<file path="config.mk">
export PLATFORM = sky130hd
export DESIGN_NAME = video_timing_gen
export DESIGN_NICKNAME = d
export VERILOG_FILES = /design/src/rtl/video_timing_gen.sv
export SDC_FILE = /design/constraint.sdc
export NUM_CORES = 1
export LEC_CHECK = 0
export ABC_AREA = 1
export BUFFER_PORTS_ARGS = -buffer_cell sky130_fd_sc_hd__buf_4
export CAP_MARGIN = 0
export CORE_AREA = 2 2 103 105
export DETAILED_ROUTE_END_ITERATION = 16
export DIE_AREA = 0 0 105 107
export GPL_TIMING_DRIVEN = 0
export MAX_ROUTING_LAYER = met4
export PLACE_DENSITY_LB_ADDON = 0.08
export RECOVER_POWER = 50
export SLEW_MARGIN = 10
export SYNTH_ARGS = -nofsm -noshare
export SYNTH_HDL_FRONTEND = slang
export SYNTH_SLANG_ARGS = --single-unit
</file>
<file path="constraint.sdc">
create_clock -name clk -period 2.8 [get_ports clk]
set_input_delay 0.14 -clock clk [delete_from_list [all_inputs] [get_ports clk]]
set_output_delay 0.14 -clock clk [all_outputs]
set_load 0.01 [all_outputs]
</file>
<file path="src/rtl/video_timing_gen.sv">
// Raster timing generator: pixel divider, h/v counters, registered syncs, DE, coordinates and frame/line pulses.
// Optional line interrupt enabled by defining VTG_LINE_IRQ_EN; otherwise o_line_irq is tied low.
module video_timing_gen #(
  parameter int H_RES   = 640,
  parameter int H_FP    = 16,
  parameter int H_SYNC  = 96,
  parameter int H_BP    = 48,
  parameter int V_RES   = 480,
  parameter int V_FP    = 11,
  parameter int V_SYNC  = 2,
  parameter int V_BP    = 31,
  parameter int H_POL   = 0,
  parameter int V_POL   = 0,
  parameter int PIX_DIV = 1
) (
  input  logic        clk,
  input  logic        reset,
  input  logic        i_en,
  input  logic [11:0] i_irq_line,
  output logic        o_hs,
  output logic        o_vs,
  output logic        o_de,
  output logic        o_pix_ce,
  output logic        o_frame,
  output logic        o_line_irq,
  output logic [11:0] o_h,
  output logic [11:0] o_v,
  output logic [15:0] o_frame_cnt
);

  localparam int H_BLANK = H_FP + H_SYNC + H_BP;
  localparam int H_TOTAL = H_BLANK + H_RES;
  localparam int V_BLANK = V_FP + V_SYNC + V_BP;
  localparam int V_TOTAL = V_BLANK + V_RES;
  localparam int DIV_W   = (PIX_DIV > 1) ? $clog2(PIX_DIV) : 1;

  localparam logic [DIV_W-1:0] DIV_MAX = DIV_W'(PIX_DIV - 1);
  localparam logic [11:0] H_LAST   = 12'(H_TOTAL - 1);
  localparam logic [11:0] V_LAST   = 12'(V_TOTAL - 1);
  localparam logic [11:0] H_SYNC_S = 12'(H_FP);
  localparam logic [11:0] H_SYNC_E = 12'(H_FP + H_SYNC);
  localparam logic [11:0] H_ACT_S  = 12'(H_BLANK);
  localparam logic [11:0] V_SYNC_S = 12'(V_FP);
  localparam logic [11:0] V_SYNC_E = 12'(V_FP + V_SYNC);
  localparam logic [11:0] V_ACT_S  = 12'(V_BLANK);
  localparam logic        HS_ON    = 1'(H_POL);
  localparam logic        VS_ON    = 1'(V_POL);

  logic [DIV_W-1:0] div;
  logic [11:0]      h, v, h_nxt, v_nxt;
  logic [11:0]      oh_nxt, ov_nxt;
  logic             tick, h_wrap, v_wrap;
  logic             hs_nxt, vs_nxt, de_nxt;
  logic             irq_hit;

  // Outputs are decoded from the post-tick counter values so they update with o_pix_ce.
  always_comb begin
    tick   = i_en && (div == DIV_MAX);
    h_wrap = (h == H_LAST);
    v_wrap = (v == V_LAST);
    h_nxt  = h_wrap ? 12'd0 : h + 12'd1;
    v_nxt  = v;
    if (h_wrap) begin
      v_nxt = v_wrap ? 12'd0 : v + 12'd1;
    end
    hs_nxt = ((h_nxt >= H_SYNC_S) && (h_nxt < H_SYNC_E)) ? HS_ON : ~HS_ON;
    vs_nxt = ((v_nxt >= V_SYNC_S) && (v_nxt < V_SYNC_E)) ? VS_ON : ~VS_ON;
    de_nxt = (h_nxt >= H_ACT_S) && (v_nxt >= V_ACT_S);
    oh_nxt = de_nxt ? h_nxt - H_ACT_S : 12'd0;
    ov_nxt = de_nxt ? v_nxt - V_ACT_S : 12'd0;
  end

`ifdef VTG_LINE_IRQ_EN
  logic [12:0] irq_target;
  assign irq_target = {1'b0, i_irq_line} + 13'(V_BLANK);
  // Fires when the tick lands on column 0 of the requested active line.
  assign irq_hit = ({1'b0, i_irq_line} < 13'(V_RES)) && h_wrap
                   && ({1'b0, v_nxt} == irq_target);
`else
  logic irq_line_unused;
  assign irq_line_unused = ^i_irq_line;
  assign irq_hit         = 1'b0;
`endif

  always_ff @(posedge clk or posedge reset) begin
    if (reset) begin
      div         <= '0;
      h           <= '0;
      v           <= '0;
      o_hs        <= ~HS_ON;
      o_vs        <= ~VS_ON;
      o_de        <= 1'b0;
      o_pix_ce    <= 1'b0;
      o_frame     <= 1'b0;
      o_line_irq  <= 1'b0;
      o_h         <= '0;
      o_v         <= '0;
      o_frame_cnt <= '0;
    end else begin
      o_pix_ce   <= tick;
      o_frame    <= 1'b0;
      o_line_irq <= 1'b0;
      if (i_en) begin
        div <= (div == DIV_MAX) ? '0 : div + DIV_W'(1);
      end
      if (tick) begin
        h          <= h_nxt;
        v          <= v_nxt;
        o_hs       <= hs_nxt;
        o_vs       <= vs_nxt;
        o_de       <= de_nxt;
        o_h        <= oh_nxt;
        o_v        <= ov_nxt;
        o_line_irq <= irq_hit;
        if (h_wrap && v_wrap) begin
          o_frame     <= 1'b1;
          o_frame_cnt <= o_frame_cnt + 16'd1;
        end
      end
    end
  end

endmodule
</file>
# --- After elaboration in Yosys (flattened, before gate mapping) ---
# Cells that the tools add are included.
# W data, S select, Z words.
word_totals:
  ff_bits: 70
  latchBits: 0
  ramBits: 0
  romBits: 0
  inputBits: 15
  output_inout_bits: 46
  word_cells: 42
  n_memories: 0
op_classes:
  addsub: 6
  mul: 0
  div: 0
  n_lt_le_gt_ge: 6
  n_eq_ne: 2
  shift: 0
  n_mux: 10
  n_bitwise: 1
  reduce_logical: 6
op_table:
  columns: ["operator", "n"]
  rows:
  - ["$mux W12", 5]
  - ["$add A12 B1 Y12 const B", 2]
  - ["$eq A12 B10 Y1 const B", 2]
  - ["$add A16 B1 Y16 const B", 1]
  - ["$ge A12 B4 Y1 const B", 1]
  - ["$ge A12 B5 Y1 const B", 1]
  - ["$ge A12 B6 Y1 const B", 1]
  - ["$ge A12 B8 Y1 const B", 1]
  - ["$lt A12 B4 Y1 const B", 1]
  - ["$lt A12 B7 Y1 const B", 1]
  - ["$sub A12 B6 Y12 const B", 1]
  - ["$sub A12 B8 Y12 const B", 1]
  - ["$logic_and A1 B1 Y1", 5]
  - ["$mux W1", 5]
  - ["$reduce_and A2 Y1", 1]
  - ["$add A1 B1 Y1 const B", 1]
  - ["$not A1 Y1", 1]

# --- Longest topological paths before layout ---
logic_depth:
  depth_word: 6
  mapped_depth: 17
  depth_no_buf: 17

# --- Least setup slack after synthesis ---
# No wires, ideal clock.
synth_timing:
  path_type: "reg2reg"
  startpoint: "register h[1]"
  endpoint: "register o_v[11]"
  setup_time_ns: 0.124
  t_arrival_ns: 2.102
  required_time_ns: 2.676
  slack_ns: 0.574
  path_stages_with_launch: 17
  path_buffers: 1
  period_less_slack_ns: 2.226
  cell_sequence: "dfrtp_1 > ha_1 > nand2_1 > nor2_4 > nand3_2 > inv_1 > nand2_2 > nand2_1 > nand2_1 > ha_1 > nor2_1 > nor2_1 > nor2_1 > nand2_2 > nand3_4 > buf_8 > o21bai_2"
synth_via:
  elab_chain_len: 5
  word_cells_on_any_way: 9
  cone_classes: "2 x add/sub; 2 x order compare; 1 x eq/ne; 3 x mux; 1 x reduce/logical"
synth_rtl:
  columns: ["element", "line_no", "text"]
  rows:
  - ["from (decl)", "50", "logic [11:0] h, v, h_nxt, v_nxt;"]
  - ["from (signal assigned)", "107", "h <= h_nxt;"]
  - ["$eq A12 B10 Y1 *", "59", "h_wrap = (h == H_LAST);"]
  - ["$mux W12 *", "63", "if (h_wrap) begin"]
  - ["net v_nxt[2]", "50", null]
  - ["$ge A12 B6 Y1", "68", "de_nxt = (h_nxt >= H_ACT_S) && (v_nxt >= V_ACT_S);"]
  - ["$logic_and A1 B1 Y1", "68", null]
  - ["$mux W12 *", "70", "ov_nxt = de_nxt ? v_nxt - V_ACT_S : 12'd0;"]
  - ["to (signal assigned)", "113", "o_v <= ov_nxt;"]
  - ["to (decl)", "27", "output logic [11:0] o_v,"]
# Mark *: on every way through the listed nets, which the timed path passes. The rest lies on a longest branch.
# A chain may end at the register's enable or synchronous reset.

# --- Worst setup path after layout ---
# Ends and elaborated chain as after synthesis.

==> results.cfg <==
[setup_path]
worst_setup_path_start_kind = flip-flop
cpMaxStageDelayCell = dfrtp_1
cp.required_ns = 3.05
rr_endpoint = o_v[11]
crit_path_end_kind = flip-flop
timing.rr.start = h[1]
worstSetupPathType = reg -> reg
reg2reg_depth = 16
crit_chain = ha_2 > nand2_1 > nor2_4 > nand3_2 > inv_1 > nand2_2 > nand2_1 > nand2_2 > ha_2 > nor2_1 > nor2_1 > nor2_1 > nand2_2 > nand3_4 > buf_8 > o21bai_2
endpoint = o_v[11]
ff2ff_setup_slack_ns = 0.25
slowest_delay_ns = 0.38
cp_data_arrival_time_ns = 2.80
crit_start = h[1]
path_max_fanout = 10

[synthesis]
synth.distinct_cells = 37
synthXorXnorAreaFrac_pct = 4.65
synthMuxAreaShare_pct = 0
synth_area_per_cell_sq_um = 7.59
synth_simple_gate_area_share_pct = 32.9
synth.area.top_cells = dfrtp_1 (42%), nand2_1 (16%), o21ai_0 (5.7%)
synth_compound_area_share_pct = 9.56
yosysWarnings = 0
synth_top_cell_area_share_pct = 42.4
ys_seq_elements = 69
netlist_instances = 521
synth_top_area_cell = dfrtp_1
synth-adder-area-share_pct = 1.90
syn-cell-area_sq_um = 3950
synth_nets = 542
synth_top_family_by_area = simple AND/OR/NAND/NOR gates
ys_seq_area_share_pct = 43.7

[global_routing]
grt_pass1_wl_um = 17400
first_global_vias = 3437
antenna_found_initial = 0
grt_overflow = 0
grt_max_degree = 53
grtUsageTotal_pct = 20.4

[placement]
routabilityCongestion = 0.912
numPortBuffers = 47
dp_slack_ns = -0.000342
place_area_sq_um = 4510
dpl.hpwl_um = 7710
dpl.cell_count = 705

[clock_tree]
clk_latency_ns = 0.37
htreeDepth = 3
clk_pin_slew_ns = 0.08
cts_tree = done
cts.path.max_buffers = 2
cts_sinks = 69
numCtsBuffers = 9
clock-root-buffer = clkbuf_8

[sta]
fin_crit_sh_pct = 91.0
fin_crit_ns = 2.55
slew_headroom_pct = 15.5
setup_viol = 0
rsz0062_at_grt = true
timing.setup.tns_ns = 0
finalClockSkew_ns = 0.00900
max_freq_ghz = 0.392
finalHoldViolCount = 0
slew_viol_final = 0
tightest_slew_ns = 1.27
worst_slack_ns = 0.251
hold_slack_ns = 0.437

[route]
drt-initial-drc-count = 165
first_pass_iters = 5
m1WireLength_um = 4960
wl_per_cell_um = 14.2
vias = 3514
met2_wirelength_um = 4820
topRoutingLayerUsed = met4
routed-wl-met3_um = 307
wl_um = 10300
drc = 0
drtAntennaViolNets = 0
drt-vias-per-instance = 4.85

[floorplanning]
dieArea_sq_um = 11200
die_w_um = 105
initial_core_util_pct = 39.2
dieHeight_um = 107
rows = 37
core-area_sq_um = 10100
pin_count = 61

[pwr]
p_leak_uw = 0.00228
peakVddDrop_uv = 334
p_per_area_nw_per_um2 = 680

[cells_and_area]
regArea_sq_um = 1730
area_growth_pct = 17.8
layout_commonest_cell = nand2_1
final_net_count = 606
design_area_sq_um = 4660
final_cell_mix = nand2_1 (161), dfrtp_1 (67), inv_1 (54)
multi_input_area_sq_um = 1960
drive_gt1_share_pct = 16.5
nFillCells = 1081
final_cells = 725
n_antenna_cell = 0

[flow_run]
maxCapViolations = 0

[hold_path]
min_path_type = in -> async

[status]
outcome = finished, final reports clean
metal layers:
layer	up-vias	global-route usage, %
met1	1637	26.6
met4	0	5.81
met2	65	32.0
met3	15	4.62
met5	-	-
li1	1797	-
registers in the layout, indices dropped and copies added, names as in the netlist:
signal / flops
h: 12
o_de: 1
o_frame: 1
o_frame_cnt: 16
o_h: 12
o_hs: 1
o_pix_ce: 1
o_v: 12
o_vs: 1
v: 12
synthesized netlist by cell type:
library cell / count
nand2_2: 4
inv_2: 2
o21ai_0: 45
o21a_1: 2
clkbuf_1: 6
nor3_2: 2
nand3_1: 41
buf_1: 1
o21ai_2: 8
o211ai_1: 2
conb_1: 1
nor2_1: 43
buf_2: 4
nand4_2: 1
nor3_1: 5
a31oi_1: 1
o21bai_1: 1
o31ai_1: 1
nand3_2: 6
nand2_1: 164
a21oi_1: 3
nand3b_1: 1
or2_2: 1
o21ai_1: 1
nor2_4: 4
dfstp_2: 2
buf_8: 1
dfrtp_1: 67
buf_4: 1
xor2_1: 12
o21bai_2: 1
ha_1: 6
nand4_1: 11
xnor2_1: 9
inv_1: 55
nor2_2: 5
nand3_4: 1
critical path, delay by kind of cell (launching register included):
family	cells	cell delay [ns]
compound gates	1	0.08
fa+ha+maj	2	0.45
buf+inv	2	0.26
flops	1	0.38
simple gates	11	1.29
where the power goes:
part,switching [uW],total [uW],internal [uW]
Clock,421,827,406
Combinational,639,987,348
Sequential,158,1360,1200
Total,1220,3170,1950
cell families (layout without fill, tap and decap cells):
group / Yosys count / count (layout)
and+or+nand+nor: 289 / 289
buffers and inverters: 70 / 138
DFF: 69 / 69
AOI/OAI and AO/OA: 65 / 65
xor gates and xnor gates: 21 / 21
adders and majority gates: 6 / 6
other: 1 / 1
metrics by stage:
step | utilization [%] | total power [uW]
detailed placement | 44.7 | 2440
floorplan | - | 2020
finish | 46.2 | 3170
CTS | 46.8 | 3270
global route | 46.2 | 3410
global placement | 44.4 | 2420
final cells by class:
type / instances / area share, %
clock inverter: 6 / 1.40
inverter: 57 / 4.62
timing repair buffer: 53 / 6.98
multi-input combinational: 382 / 42.1
sequential: 69 / 37.1
tap: 136 / 3.65
buffer: 13 / 1.48
clock buffer: 9 / 2.66
how the worst min path moves through the flow:
stage,from,to,slack [ns],cells after the start
6_report,reset,o_de,0.44,3
5_1_grt,i_en,o_pix_ce,0.44,2
4_1_cts,reset,o_de,0.27,3
3_5_place_dp,reset,o_de,0.11,2
3_3_place_gp,i_en,o_pix_ce,0.26,1
2_1_floorplan,i_en,o_pix_ce,0.17,0
what timing repair did:
| item | CTS | global route |
|---|---|---|
| setup endpoints to repair | 1 | 25 |
| pin swaps | 0 | 1 |
| endpoints found under the hold margin | 18 | 0 |
| setup buffers | 0 | 3 |
| hold buffers | 2 | 0 |
| resized for setup | 2 | 5 |
Power figures use the tool's default switching activity.
